--- src/rtl/ack_responder_pkg.sv ---
// Shared types and constants for the ack_responder handshake responder.
package ack_responder_pkg;

    typedef enum logic [1:0] {
        IDLE,
        WAIT,
        ACK,
        RELEASE
    } state_t;

    localparam int          LFSR_W       = 16;
    // Fibonacci taps 16,14,13,11 expressed as a mask over bits [15:0]
    localparam logic [15:0] LFSR_TAPS    = 16'hB400;
    localparam logic [15:0] DEFAULT_SEED = 16'hACE1;

endpackage

--- src/rtl/lfsr16.sv ---
// 16-bit maximal-length Fibonacci LFSR, free running, reloaded with seed on reset.
module lfsr16
    import ack_responder_pkg::*;
(
    input  logic              clk,
    input  logic              reset_n,
    input  logic [LFSR_W-1:0] seed,
    output logic [LFSR_W-1:0] out
);

    always_ff @(posedge clk or negedge reset_n) begin
        if (!reset_n)
            out <= seed;
        else
            out <= {out[LFSR_W-2:0], ^(out & LFSR_TAPS)};
    end

endmodule

--- src/rtl/ack_responder.sv ---
// Responder end of the req/ack handshake: delayed single-cycle ack, withdraw check, transaction count.
// Optional random ack latency enabled by defining ACK_RESPONDER_RAND_DELAY_EN.
module ack_responder
    import ack_responder_pkg::*;
#(
    parameter int                DELAY_W   = 4,
    parameter int                CNT_W     = 16,
    parameter logic [LFSR_W-1:0] LFSR_SEED = DEFAULT_SEED
) (
    input  logic               clk,
    input  logic               reset_n,
    input  logic               req,
    input  logic [DELAY_W-1:0] cfg_delay,
    output logic               ack,
    output logic               busy,
    output logic               err_withdraw,
    output logic [CNT_W-1:0]   xact_count
);

    state_t             state;
    logic [DELAY_W-1:0] cnt;
    logic [DELAY_W-1:0] eff_delay;

`ifdef ACK_RESPONDER_RAND_DELAY_EN
    logic [LFSR_W-1:0] lfsr_val;
    logic              unused_lfsr_hi;

    lfsr16 u_lfsr (
        .clk     (clk),
        .reset_n (reset_n),
        .seed    (LFSR_SEED),
        .out     (lfsr_val)
    );

    // cfg_delay acts as a bound mask on the random latency
    assign eff_delay      = lfsr_val[DELAY_W-1:0] & cfg_delay;
    assign unused_lfsr_hi = ^(lfsr_val >> DELAY_W);
`else
    logic unused_seed;

    assign eff_delay   = cfg_delay;
    assign unused_seed = ^LFSR_SEED;
`endif

    // cnt holds the remaining WAIT cycles so ack lands exactly D edges after acceptance
    always_ff @(posedge clk or negedge reset_n) begin
        if (!reset_n) begin
            state        <= IDLE;
            ack          <= 1'b0;
            busy         <= 1'b0;
            err_withdraw <= 1'b0;
            xact_count   <= '0;
            cnt          <= '0;
        end else begin
            ack <= 1'b0;
            case (state)
                IDLE: begin
                    if (req) begin
                        busy <= 1'b1;
                        if (eff_delay == '0) begin
                            state <= ACK;
                            ack   <= 1'b1;
                        end else begin
                            cnt   <= eff_delay - DELAY_W'(1);
                            state <= WAIT;
                        end
                    end
                end
                WAIT: begin
                    if (!req) begin
                        err_withdraw <= 1'b1;
                        busy         <= 1'b0;
                        state        <= IDLE;
                    end else if (cnt == '0) begin
                        state <= ACK;
                        ack   <= 1'b1;
                    end else begin
                        cnt <= cnt - DELAY_W'(1);
                    end
                end
                ACK: begin
                    state      <= RELEASE;
                    xact_count <= xact_count + CNT_W'(1);
                end
                RELEASE: begin
                    if (!req) begin
                        state <= IDLE;
                        busy  <= 1'b0;
                    end
                end
                default: begin
                    state <= IDLE;
                    busy  <= 1'b0;
                end
            endcase
        end
    end

endmodule

--- config.mk ---
export PLATFORM = sky130hd
export DESIGN_NAME = ack_responder
export DESIGN_NICKNAME = d
export VERILOG_FILES = /design/src/rtl/ack_responder_pkg.sv /design/src/rtl/lfsr16.sv /design/src/rtl/ack_responder.sv
export SDC_FILE = /design/constraint.sdc
export NUM_CORES = 1
export LEC_CHECK = 0
export CAP_MARGIN = 20
export CORE_MARGIN = 1.5
export CORE_UTILIZATION = 48
export CTS_CLUSTER_DIAMETER = 30
export DETAILED_ROUTE_END_ITERATION = 7
export DONT_BUFFER_PORTS = 1
export SLEW_MARGIN = 20
export SYNTH_ARGS = -nofsm -noshare
export SYNTH_HDL_FRONTEND = slang
export SYNTH_HIERARCHICAL = 1
export SYNTH_SLANG_ARGS = --single-unit
--- constraint.sdc ---
create_clock -name clk -period 1.94 [get_ports clk]
set_clock_uncertainty 0.15 [all_clocks]
set_input_delay 0.388 -clock clk [delete_from_list [all_inputs] [get_ports clk]]
set_output_delay 0.388 -clock clk [all_outputs]
set_load 0.005 [all_outputs]
### Yosys cells after proc, flatten, opt, wreduce, memory -nomap -nowiden

Cells that the tools add are included.

| storage, ports and cells | value |
|---|---|
| flip-flop bits (word level) | 25 |
| word-level logic and storage cells | 49 |
| output and inout port bits | 19 |

| operators by class | value |
|---|---|
| reductions and logical operators | 10 |
| multiplexer cells | 19 |
| bitwise operators | 1 |
| equality and inequality tests | 10 |
| $add $sub $neg | 3 |

Operators by type and width:

| kind | count |
|---|---|
| $add 16x1->16 const B | 1 |
| $mux 4 | 4 |
| $ne 2x2->1 const B | 6 |
| $mux 2 | 5 |
| $logic_not 4->1 | 2 |
| $pmux 2 s4 | 1 |
| $pmux 4 s2 | 1 |
| $sub 4x1->4 const B | 2 |
| $mux 1 | 6 |
| $reduce_and 3->1 | 2 |
| $reduce_and 5->1 | 1 |
| $eq 2x2->1 const B | 2 |
| $pmux 1 s2 | 2 |
| $reduce_bool 2->1 | 2 |
| $ne 3x3->1 const B | 1 |
| $eq 2x1->1 const B | 1 |
| $logic_not 2->1 | 1 |
| $reduce_and 2->1 | 1 |
| $reduce_or 2->1 | 1 |
| $not 1->1 | 1 |

### Depth between registers and ports, before layout

Gate-level depths: netlist of run 1.

| logic depth | value |
|---|---|
| depth in word-level cells | 4 |
| depth in mapped cells | 6 |
| gate-level depth less buffers | 5 |

### Least setup slack after synthesis of run 1

Ideal clock, no wire load.

| path | value |
|---|---|
| kind | register to register |
| start | register state[1] |
| end | register cnt[2] |
| data arrival time | 1.464 ns |
| path slack | 0.232 ns |
| path buffers | 1 |
| cell stages (with the launch flop) | 7 |
| path through | dfrtp_1 buf_4 nor2b_1 mux2i_1 ha_1 a41oi_1 a211oi_1 |

| on the way | value |
|---|---|
| longest elaborated chain between the ends | 3 |
| elaborated cells between the ends (all ways) | 9 |

Ends and longest elaborated chain:

| what | RTL line | source |
|---|---|---|
| start, declared | ack_responder.sv:20 | `state_t state;` |
| start signal, assigned | ack_responder.sv:48 | `state <= IDLE;` |
| start signal, assigned | ack_responder.sv:61 | `state <= ACK;` |
| start signal, assigned | ack_responder.sv:65 | `state <= WAIT;` |
| $eq 2x1->1 / $logic_not 2->1 (equally long branches) | ack_responder.sv:56 | `case (state)` |
| $ne 2x2->1 (no source line) / $reduce_bool 2->1 (equally long branches) | n/a |  |
| $reduce_and 5->1 (no source line) | n/a |  |
| end signal, assigned | ack_responder.sv:64 | `cnt <= eff_delay - DELAY_W'(1);` |
| end signal, assigned | ack_responder.sv:78 | `cnt <= cnt - DELAY_W'(1);` |
| end, declared | ack_responder.sv:21 | `logic [DELAY_W-1:0] cnt;` |

Parallel ways exist; a longest one is shown, timed or not.
A chain may end at the register's enable or synchronous reset.

### Final worst setup path of run 1

Same ends and word-level chain as after synthesis.

==> results by group, run 1 <==
GRT
  • Via count of the first global-routing pass: 838
  • Total congestion overflow after global routing: 0
  • Number of antenna violations at the first check in global routing: 0
  • Pin count of the biggest net entering global routing: 26
  • First-pass GRT wire length: 3.59 mm
  • Global-route usage over all layers: 16.9%

Yosys
  • Share of synthesized area spent on multiplexers: 4.05%
  • Main combinational cell family by area after synthesis: simple AND/OR/NAND/NOR gates
  • Total of warnings raised by yosys: 6
  • Cell types occupying the most area after synthesis: sky130_fd_sc_hd__dfrtp_1 48%, sky130_fd_sc_hd__xnor2_1 7.4%, sky130_fd_sc_hd__nor4_4 3.3%, sky130_fd_sc_hd__nand2_1 3.2%, sky130_fd_sc_hd__a21oi_1 2.7%
  • Post-synthesis adder-cell area fraction: 1.93%
  • Complex-gate fraction of the synthesized area: 11.0%
  • Area share of xor/xnor cells in the synthesized design: 10.1%
  • Syn_area_per_cell: 11.3 um2
  • Most numerous cell in the Yosys netlist: sky130_fd_sc_hd__dfrtp_1
  • Number of nets produced by synthesis: 124
  • Fraction of the yosys area taken by sequential cells: 48.2%
  • Count of mapped cells out of synthesis: 115
  • Ranking of synthesized cells by instance count: 25 x sky130_fd_sc_hd__dfrtp_1, 11 x sky130_fd_sc_hd__nand2_1, 11 x sky130_fd_sc_hd__xnor2_1
  • Netlist Area Pre-Place: 0.00130 mm2
  • Post-synth top area cell: sky130_fd_sc_hd__dfrtp_1
  • Count of distinct cell types in the synthesized netlist: 36
  • Dominant synthesized flop cell: sky130_fd_sc_hd__dfrtp_1
  • Share of flip-flops with an asynchronous set or reset after synthesis: 100%
  • Synthesis-stage register bit count: 25
  • Simple logic cell fraction of the synthesized area: 22.6%
  • EDFF count, synth: 0
  • Share of Yosys cell area claimed by the top area cell type: 48.2%

Routing
  • Antenna Nets Post-Route: 0
  • Number of vias after detailed routing: 868
  • First DRT Iteration DRCs: 15
  • Wire per inst: 14.7 um
  • Mean number of vias per cell: 5.64
  • Post-detailed-route DRC marker count: 0
  • Aggregate routed wire length: 2.26 mm
  • Drt pass-1 iters: 4

Worst setup path
  • Worst stage delay on the critical path: 0.48 ns
  • Crit Path Class: reg -> reg
  • Biggest fanout along the worst timing path: 9
  • Crit path arrival time: 1.81 ns
  • Critical Path, Cell by Cell: nor2b_1 > mux2i_1 > ha_1 > a41oi_1 > a211oi_1
  • Type of element capturing the critical path: flip-flop
  • Slowest library cell on the worst path: sky130_fd_sc_hd__dfrtp_2
  • Type of origin of the critical path: flip-flop
  • Required time of the critical path: 2.02 ns

STA
  • Final hold violations: 0
  • Slack of the critical path: 0.211 ns
  • Slew HR: 73.6%
  • Total of endpoints with negative setup slack in the final report: 0
  • Fin crit share: 89.1%
  • Number of max-slew violations in the final report: 0
  • Time the worst path needs with I/O delays and setup: 1.73 ns
  • Summed negative setup slack over all endpoints: 0 ns
  • FMAX: 0.578 GHz
  • Setup repair after global routing missed its margin: false
  • Transition time at the pin with the least slew margin: 0.394 ns

Clock tree
  • Worst-case clock buffer depth: 2
  • Clock transition at the register clock pins on the worst setup and hold paths after CTS: 0.13 ns
  • CTS tree: done
  • Number of levels in the clock H-tree: 1
  • Clock net sink count: 25
  • Clk root buf: sky130_fd_sc_hd__clkbuf_4
  • Number of setup buffers added after CTS: 0
  • Clk_lat worst skew: 0.31 ns
  • Number of CTS-inserted buffers: 3

Place
  • Placer Congestion: 0.859
  • Port Buffer Count: 0
  • Post-Place Setup Slack: 0.119 ns
  • Total half-perimeter wirelength after legalization and detailed placement: 1.71 mm

Die
  • Rows: 18
  • # IOs: 26
  • Die area: 0.00303 mm2
  • Area of the placeable core: 0.00252 mm2
  • Initial core utilization: 51.5%
  • Die outline height: 55.0 um
  • Horizontal die dimension: 55.0 um

Pwr
  • Worst supply voltage drop on vdd: 0.715 mV
  • Leakage power: 0.633 nW
  • PD cells: 1110 mW/mm2

Layout
  • Fraction of layout cells with a size suffix above 1: 18.5%
  • Filler instances: 224
  • Synth-to-Final Area Change: 9.34%
  • Number of diodes: 0
  • Footprint of the multi-input gates: 646 um2
  • Fin nets: 134
  • FF/Latch Area: 628 um2

Worst hold path
  • Class of the tightest hold or removal check: in -> reg

Flow run
  • Max_cap viols: 0

Outcome
  • Result of the run: completed
## metrics by stage
stage,power (mW),hold WS (ns),cell area (um2),util (%),cells
after floorplan,1.19,-0.0576,1300,-,115
after CTS,1.59,0.0411,1420,56.2,154
after global placement,1.33,-0.0571,1360,54.0,148
after detailed placement,1.35,-0.0571,1360,54.0,148
final,1.58,0.0490,1420,56.3,154
after global routing,1.68,0.0706,1420,56.3,154
## worst max-delay path: cells and delay by family (launching register included)
kind	cells	cell delay, ns
fa+ha+maj	1	0.21
flops	1	0.48
compound gates	2	0.38
simple gates	1	0.22
mux	1	0.22
## path summary, 6_finish.rpt
path,from,to,slack [ns],depth (start not counted)
min,req,busy,0.05,2
max reg2reg,state[1],cnt[2],0.21,5
min in group asynchronous,reset_n,xact_count[14],0.33,2
max,state[1],cnt[2],0.21,5
min reg2reg,err_withdraw,err_withdraw,0.34,1
max in group asynchronous,reset_n,state[0],1.14,2
## logic make-up (layout without fill, tap and decap cells)
kind of cell,Yosys count,after routing
xor gates and xnor gates,15,15
AOI/OAI and AO/OA,19,19
buffers and inverters,6,15
DFF,25,25
adders and majority gates,2,2
and+or+nand+nor,43,43
muxes,5,5
## state kept, by name, summed over array words and instances, names as in the netlist
register / count
xact_count: 16
cnt: 4
state: 2
ack: 1
busy: 1
err_withdraw: 1
## power breakdown
group | switching (mW) | total [mW] | internal (mW)
registers | 0.211 | 0.853 | 0.641
logic | 0.225 | 0.498 | 0.274
clock network | 0.145 | 0.225 | 0.0802
total | 0.581 | 1.58 | 0.995
## layout make-up
cell class              instances  area share [%]
well taps                      30            2.64
inverters                       4            1.06
multi-input cells              84            45.5
clock buffers                   4            1.85
repair buffers                  7            4.76
flip-flops and latches         25            44.2
## metal layers
layer	routed length, um	global-route usage [%]	share of wire [%]
met1	974	19.7	43
met2	1180	29.6	52
met3	77	4.03	3.4
met4	32	7.32	1.4
met5	0	0	0
## what timing repair did
action                     CTS  global route
hold endpoints to repair    25             0
setup endpoints to repair    0             1
hold buffers                 2             0
resized for setup            0             2
## placed cells by master, fill, tap and decap left out, types with 3 or more instances in the layout
| cell type | count |
|---|---|
| sky130_fd_sc_hd__nand4_1 | 3 |
| sky130_fd_sc_hd__xor2_1 | 4 |
| sky130_fd_sc_hd__xnor2_1 | 11 |
| sky130_fd_sc_hd__dfrtp_1 | 23 |
| sky130_fd_sc_hd__nand2b_1 | 3 |
| sky130_fd_sc_hd__buf_4 | 5 |
| sky130_fd_sc_hd__inv_1 | 4 |
| sky130_fd_sc_hd__nand2_1 | 11 |
| sky130_fd_sc_hd__a21oi_1 | 7 |
| sky130_fd_sc_hd__mux2i_1 | 3 |
| sky130_fd_sc_hd__nand3_1 | 4 |
| sky130_fd_sc_hd__clkbuf_4 | 3 |
| sky130_fd_sc_hd__o21ai_0 | 3 |
| sky130_fd_sc_hd__nor2_1 | 6 |
(Power assumes the default switching activity.)
==> run 2, diff against run 1 <==
==> constraint.sdc (replaced) <==
create_clock -name clk -period 1.6 [get_ports clk]
set_clock_uncertainty 0.15 [all_clocks]
set_input_delay 0.32 -clock clk [delete_from_list [all_inputs] [get_ports clk]]
set_output_delay 0.32 -clock clk [all_outputs]
set_load 0.005 [all_outputs]
==> run 2 against run 1 <==
Net effect: the flow now finishes with violations (negative setup slack); clock-buffer cell count stayed put; via count grew 8.1%; critical path depth rose by 1; non-clock buffer count is 17 higher; first-iteration DRC count is 33% lower; hold slack worse by 0.0072 ns; total power up 39%; critical path type unchanged; largest cell class unchanged; largest power group is now combinational logic; highest routed layer unchanged.
==> results by group, run 2 (synthesized netlist as in run 1, its figures left out) <==
Outcome
  • Result of the run: complete, but fails checks (was completed)
  • Failing checks: negative setup slack

Worst setup path
  • Worst path bufs/invs: 1 (was 0)
  • Type of origin of the critical path: flip-flop (unchanged)
  • Required time of the critical path: 1.68 ns (was 2.02 ns)
  • Total number of cells along the worst setup path: 6 (was 5)
  • Crit-path leading delay family: flip-flops (unchanged)
  • Crit Path Class: reg -> reg (unchanged)
  • Biggest fanout along the worst timing path: 3 (was 9)
  • Register-to-Register Path Depth: 6 (was 5)
  • Type of element capturing the critical path: flip-flop (unchanged)
  • Worst stage delay on the critical path: 0.44 ns (was 0.48 ns)
  • Crit path arrival time: 1.73 ns (was 1.81 ns)
  • Critical Path, Cell by Cell: buf_6 > nor2b_4 > mux2i_1 > ha_2 > a41oi_2 > a211oi_2 (was nor2b_1 > mux2i_1 > ha_1 > a41oi_1 > a211oi_1)
  • Slowest library cell on the worst path: sky130_fd_sc_hd__dfrtp_1 (was sky130_fd_sc_hd__dfrtp_2)

Die
  • Rows: 18 (unchanged)
  • # IOs: 26 (unchanged)
  • Die area: 0.00303 mm2 (unchanged)
  • Area of the placeable core: 0.00252 mm2 (unchanged)
  • Horizontal die dimension: 55.0 um (unchanged)
  • Die outline height: 55.0 um (unchanged)
  • Initial core utilization: 51.5% (unchanged)

Layout
  • Most common cell after layout, fill and taps aside: sky130_fd_sc_hd__dfrtp_1 (unchanged)
  • Most frequent cells in the layout: 25 x sky130_fd_sc_hd__dfrtp_1, 19 x sky130_fd_sc_hd__buf_4, 11 x sky130_fd_sc_hd__nand2_1, 11 x sky130_fd_sc_hd__xnor2_1, 7 x sky130_fd_sc_hd__a21oi_1 (was 23 x sky130_fd_sc_hd__dfrtp_1, 11 x sky130_fd_sc_hd__nand2_1, 11 x sky130_fd_sc_hd__xnor2_1)
  • Fraction of layout cells with a size suffix above 1: 31.2% (was 18.5%)
  • Register containing the most flip-flops in the final layout: xact_count (unchanged)
  • Largest registers: xact_count: 16 flops, cnt: 4 flops, state: 2 flops (unchanged)
  • Number of flip-flops in the largest register: 16 (unchanged)
  • Fin nets: 151 (was 134)
  • Number of diodes: 0 (unchanged)
  • Synth-to-Final Area Change: 22.0% (was 9.34%)

STA
  • Summed negative setup slack over all endpoints: -0.0708 ns (was 0 ns)
  • Number of max-slew violations in the final report: 0 (unchanged)
  • Setup repair after global routing missed its margin: true (was false)
  • Total of endpoints with negative setup slack in the final report: 2 (was 0)
  • Slack of the critical path: -0.0547 ns (was 0.211 ns)
  • Time the worst path needs with I/O delays and setup: 1.65 ns (was 1.73 ns)
  • Slew HR: 63.5% (was 73.6%)
  • Fin crit share: 103% (was 89.1%)
  • Transition time at the pin with the least slew margin: 0.548 ns (was 0.394 ns)
  • Final hold violations: 0 (unchanged)
  • FMAX: 0.604 GHz (was 0.578 GHz)

Pwr
  • Switching power total: 786 uW (was 581 uW)
  • Design internal power: 1.41 mW (was 995 uW)
  • Worst supply voltage drop on vdd: 0.849 mV (was 0.715 mV)
  • PD cells: 1390 mW/mm2 (was 1110 mW/mm2)
  • Part of the power in the clock network: 12.3% (was 14.3%)
  • Part of the total power dissipated in sequential elements: 43.1% (was 54.1%)
  • Overall power after layout: 2.20 mW (was 1.58 mW)
  • Switching power as a share of total power: 35.8% (was 36.8%)
  • Combinational share of power: 44.6% (was 31.6%)
  • Leakage power: 0.727 nW (was 0.633 nW)

Place
  • Post-Place Setup Slack: -0.0800 ns (was 0.119 ns)
  • Placer Congestion: 0.899 (was 0.859)
  • Port Buffer Count: 0 (unchanged)
  • Total half-perimeter wirelength after legalization and detailed placement: 1.91 mm (was 1.71 mm)

Clock tree
  • CTS tree: done (unchanged)
  • Clock net sink count: 25 (unchanged)
  • Number of levels in the clock H-tree: 1 (unchanged)
  • Clock transition at the register clock pins on the worst setup and hold paths after CTS: 0.13 ns (about the same)
  • Worst-case clock buffer depth: 2 (unchanged)
  • Clk_lat worst skew: 0.30 ns (was 0.31 ns)
  • Clk root buf: sky130_fd_sc_hd__clkbuf_4 (unchanged)
  • Number of CTS-inserted buffers: 3 (unchanged)

GRT
  • Total congestion overflow after global routing: 0 (unchanged)
  • Via count of the first global-routing pass: 917 (was 838)
  • Number of antenna violations at the first check in global routing: 0 (unchanged)
  • Global-route usage over all layers: 16.9% (unchanged)
  • Pin count of the biggest net entering global routing: 26 (unchanged)
  • First-pass GRT wire length: 3.71 mm (was 3.59 mm)

Routing
  • Wire per inst: 14.2 um (was 14.7 um)
  • Drt pass-1 iters: 4 (unchanged)
  • Aggregate routed wire length: 2.43 mm (was 2.26 mm)
  • Number of vias after detailed routing: 938 (was 868)
  • First DRT Iteration DRCs: 10 (was 15)
  • Antenna Nets Post-Route: 0 (unchanged)
  • Mean number of vias per cell: 5.49 (was 5.64)
  • Post-detailed-route DRC marker count: 0 (unchanged)

Worst hold path
  • Class of the tightest hold or removal check: in -> reg (unchanged)
  • Count of cells along the worst hold path: 2 (unchanged)

Flow run
  • Max_cap viols: 0 (unchanged)
-- run 2: metrics by stage --
| step | utilization, % | std cells | instance area (um2) | hold WS (ns) |
|---|---|---|---|---|
| floorplan | - | 115 | 1320 | -0.126 |
| global placement | 59.4 | 164 | 1500 | -0.125 |
| detailed placement | 59.4 | 164 | 1500 | -0.125 |
| CTS | 62.1 | 170 | 1570 | 0.0389 |
| global route | 62.8 | 171 | 1580 | 0.0654 |
| finish | 62.8 | 171 | 1580 | 0.0418 |
-- run 2: power by group through the flow --
stage | clock network (mW) | logic (mW) | registers [mW]
after floorplan | 0 | 0.499 | 0.986
after global placement | 0 | 0.892 | 0.948
after detailed placement | 0 | 0.914 | 0.957
after CTS | 0.280 | 0.965 | 0.946
after global routing | 0.303 | 1.07 | 0.964
final | 0.270 | 0.978 | 0.947
-- run 2: path summary, 6_finish.rpt --
check / start / to / slack [ns]
min in group asynchronous: reset_n / xact_count[11] / 0.36
max: state[1] / cnt[2] / -0.05
min: req / state[0] / 0.04
max in group asynchronous: reset_n / xact_count[8] / 0.57
max reg2reg: state[1] / cnt[2] / -0.05
min reg2reg: err_withdraw / err_withdraw / 0.35
-- run 2: area by class of cell --
cell class | instances | area (um2)
Sequential cell | 25 | 626
Clock buffer | 4 | 26.3
Tap cell | 30 | 37.5
Timing Repair Buffer | 24 | 190
Inverter | 4 | 15.0
Multi-Input combinational cell | 84 | 689
Fill cell | 216 | 938
-- run 2: routing by layer --
metal  GRT usage, %  part of all wire (%)  wire, um  vias up
li1               -                     -         -      455
met1           19.0                    43      1050      461
met2           30.6                    52      1260       18
met3           4.84                   3.6        88        4
met4           5.69                   1.2        30        0
met5              0                     0         0        -
-- run 2: timing repair --
action,4_1_cts,5_1_grt
endpoints found under the setup margin,2,11
pin swaps,2,3
buffers inserted,0,0
endpoints found under the hold margin,27,25
hold buffers,2,1
gates resized for setup,4,4
==> run 3, diff against run 2 <==
--- a/config.mk
+++ b/config.mk
@@ -6,8 +6,9 @@
 export NUM_CORES = 1
 export LEC_CHECK = 0
 export CAP_MARGIN = 20
+export CORE_ASPECT_RATIO = 0.6
 export CORE_MARGIN = 1.5
-export CORE_UTILIZATION = 48
+export CORE_UTILIZATION = 46
 export CTS_CLUSTER_DIAMETER = 30
 export DETAILED_ROUTE_END_ITERATION = 7
 export DONT_BUFFER_PORTS = 1
==> run 3 against run 2 <==
Net effect: the flow finishes with violations (design-rule violations, negative setup slack); global-route usage up 2.5 points; setup slack improved by 0.014 ns; largest power group unchanged; sequential power about the same; cell area up 3.9%; die area up 4.5%; sequential cell count unchanged; largest cell class unchanged.
==> results by group, run 3 (synthesized netlist as in run 1, its figures left out) <==
Flow run
  • Max_cap viols: 0 (unchanged)

Layout
  • Register containing the most flip-flops in the final layout: xact_count (unchanged)
  • Fraction of layout cells with a size suffix above 1: 33.1% (was 31.2%)
  • Post-route cell area: 0.00165 mm2 (was 0.00158 mm2)
  • Most frequent cells in the layout: 24 x sky130_fd_sc_hd__dfrtp_1, 22 x sky130_fd_sc_hd__buf_4, 11 x sky130_fd_sc_hd__nand2_1, 11 x sky130_fd_sc_hd__xnor2_1, 7 x sky130_fd_sc_hd__a21oi_1 (was 25 x sky130_fd_sc_hd__dfrtp_1, 19 x sky130_fd_sc_hd__buf_4, 11 x sky130_fd_sc_hd__nand2_1, 11 x sky130_fd_sc_hd__xnor2_1, 7 x sky130_fd_sc_hd__a21oi_1)
  • Fin nets: 152 (was 151)
  • Largest registers: xact_count: 16 flops, cnt: 4 flops, state: 2 flops (unchanged)
  • Filler instances: 204 (was 216)
  • Final Util: 63.5% (was 62.8%)
  • Number of flip-flops in the largest register: 16 (unchanged)
  • Number of diodes: 0 (unchanged)
  • Synth-to-Final Area Change: 26.7% (was 22.0%)
  • Most common cell after layout, fill and taps aside: sky130_fd_sc_hd__dfrtp_1 (unchanged)

Worst setup path
  • Slowest library cell on the worst path: sky130_fd_sc_hd__dfrtp_1 (unchanged)
  • Critical Path, Cell by Cell: buf_6 > nor2b_4 > mux2i_1 > ha_2 > a41oi_2 > a211oi_1 (was buf_6 > nor2b_4 > mux2i_1 > ha_2 > a41oi_2 > a211oi_2)
  • Type of element capturing the critical path: flip-flop (unchanged)
  • Crit path arrival time: 1.67 ns (was 1.73 ns)
  • Type of origin of the critical path: flip-flop (unchanged)
  • Reg-to-Reg Start: state[1] (unchanged)
  • Crit-path leading delay family: flip-flops (unchanged)
  • Worst path bufs/invs: 1 (unchanged)
  • Startpoint of the most critical setup path: state[1] (unchanged)
  • Required time of the critical path: 1.63 ns (was 1.68 ns)
  • R2r endpoint: cnt[2] (unchanged)
  • Worst stage delay on the critical path: 0.42 ns (was 0.44 ns)
  • Biggest fanout along the worst timing path: 3 (unchanged)
  • Register-to-register path setup slack: -0.04 ns (was -0.05 ns)
  • Register-to-Register Path Depth: 6 (unchanged)
  • Crit Path Class: reg -> reg (unchanged)

Outcome
  • Result of the run: complete, but fails checks (unchanged)
  • Failing checks: design-rule violations, negative setup slack (was negative setup slack)

Die
  • Initial core utilization: 50.1% (was 51.5%)
  • # IOs: 26 (unchanged)
  • Area of the placeable core: 0.00259 mm2 (was 0.00252 mm2)
  • Horizontal die dimension: 71.6 um (was 55.0 um)
  • Die outline height: 44.2 um (was 55.0 um)
  • Rows: 14 (was 18)
  • Die area: 0.00316 mm2 (was 0.00303 mm2)

Clock tree
  • Worst-case clock buffer depth: 2 (unchanged)
  • Clk root buf: sky130_fd_sc_hd__clkbuf_8 (was sky130_fd_sc_hd__clkbuf_4)
  • Number of CTS-inserted buffers: 3 (unchanged)
  • CTS tree: done (unchanged)
  • Clock net sink count: 25 (unchanged)
  • Clock transition at the register clock pins on the worst setup and hold paths after CTS: 0.08 ns (was 0.13 ns)
  • Clk_lat worst skew: 0.26 ns (was 0.30 ns)
  • Number of levels in the clock H-tree: 1 (unchanged)

Routing
  • Aggregate routed wire length: 2.72 mm (was 2.43 mm)
  • Number of vias after detailed routing: 951 (was 938)
  • Drt pass-1 iters: 8 (was 4)
  • Post-detailed-route DRC marker count: 1 (was 0)
  • Mean number of vias per cell: 5.47 (was 5.49)
  • First DRT Iteration DRCs: 29 (was 10)
  • Wire per inst: 15.6 um (was 14.2 um)
  • Antenna Nets Post-Route: 0 (unchanged)

GRT
  • First-pass GRT wire length: 4.60 mm (was 3.71 mm)
  • Global-route usage over all layers: 19.5% (was 16.9%)
  • Number of antenna violations at the first check in global routing: 0 (unchanged)
  • Total congestion overflow after global routing: 0 (unchanged)
  • Via count of the first global-routing pass: 954 (was 917)
  • Pin count of the biggest net entering global routing: 26 (unchanged)

Worst hold path
  • Hold EP: busy (was state[0])
  • Startpoint of the tightest hold check path: req (unchanged)
  • Class of the tightest hold or removal check: in -> reg (unchanged)
  • Count of cells along the worst hold path: 2 (unchanged)

STA
  • Total of endpoints with negative setup slack in the final report: 3 (was 2)
  • FMAX: 0.610 GHz (was 0.604 GHz)
  • Slew HR: 79.3% (was 63.5%)
  • Time the worst path needs with I/O delays and setup: 1.64 ns (was 1.65 ns)
  • Slack of the critical path: -0.0403 ns (was -0.0547 ns)
  • Post-route worst hold slack: 0.0346 ns (was 0.0418 ns)
  • Final hold violations: 0 (unchanged)
  • Summed negative setup slack over all endpoints: -0.0806 ns (was -0.0708 ns)
  • Fin crit share: 103% (about the same)
  • Number of max-slew violations in the final report: 0 (unchanged)
  • Transition time at the pin with the least slew margin: 0.308 ns (was 0.548 ns)
  • Setup repair after global routing missed its margin: true (unchanged)

Pwr
  • Overall power after layout: 2.32 mW (was 2.20 mW)
  • Switching power total: 830 uW (was 786 uW)
  • Switching power as a share of total power: 35.7% (was 35.8%)
  • Design internal power: 1.49 mW (was 1.41 mW)
  • Part of the total power dissipated in sequential elements: 40.9% (was 43.1%)
  • PD cells: 1410 mW/mm2 (was 1390 mW/mm2)
  • Part of the power in the clock network: 15.5% (was 12.3%)
  • Worst supply voltage drop on vdd: 0.787 mV (was 0.849 mV)
  • Leakage power: 0.768 nW (was 0.727 nW)
  • Combinational share of power: 43.6% (was 44.6%)

Place
  • DP Area: 0.00151 mm2 (was 0.00150 mm2)
  • Total half-perimeter wirelength after legalization and detailed placement: 2.05 mm (was 1.91 mm)
  • Placer Congestion: 0.795 (was 0.899)
  • Port Buffer Count: 0 (unchanged)
## run 3: routing by layer
layer  wire length (um)  GRT usage (%)
met4                  0           2.26
met2               1100           28.2
met3                218           7.29
met1               1400           28.8
met5                  0              0
## run 3: worst max-delay path by stage
stage	end	slack, ns	cells past startpoint
after detailed placement	cnt[2]	-0.07	6
final	cnt[2]	-0.04	6
after global routing	cnt[2]	-0.13	6
after CTS	cnt[2]	-0.04	6
after global placement	cnt[0]	-0.008	4
after floorplan	cnt[2]	0.002	6
## run 3: metrics by stage
| stage | setup WS (ns) | instances |
|---|---|---|
| 2_1_floorplan | 0.00218 | 115 |
| 3_3_place_gp | -0.00777 | 167 |
| 3_5_place_dp | -0.0738 | 167 |
| 4_1_cts | -0.0374 | 173 |
| 5_1_grt | -0.125 | 174 |
| 6_report | -0.0403 | 174 |
## run 3: worst reg2reg max path: cells and delay by family, from the launching register on
family	cells	cell delay (ns)
multiplexers	1	0.20
flip-flops	1	0.42
AND/OR/NAND/NOR	1	0.11
adder cells (fa/ha/maj)	1	0.24
AO/OA/AOI/OAI	2	0.31
buffers and inverters	1	0.13
## run 3: power groups by stage
stage               Combinational (mW)  Clock (mW)  Sequential, mW
floorplan                        0.499           0           0.986
global placement                 0.914           0           0.939
detailed placement               0.918           0           0.948
CTS                              0.992       0.374           0.946
global route                      1.10       0.401           0.973
finish                            1.01       0.360           0.950
## run 3: layout make-up
| class | instances | area, um2 | area share [%] |
|---|---|---|---|
| well taps | 32 | 40.0 | 2.43 |
| multi-input cells | 84 | 712 | 43.3 |
| flip-flops and latches | 25 | 627 | 38.1 |
| repair buffers | 25 | 206 | 12.5 |
| inverters | 4 | 15.0 | 0.913 |
| clock buffers | 4 | 45.0 | 2.74 |
## run 3: timing repair
item / CTS / global route
pin swaps: 3 / 1
hold buffers: 2 / 0
gates resized for setup: 6 / 4
setup buffers: 0 / 1
setup endpoints to repair: 4 / 12
hold endpoints to repair: 25 / 0
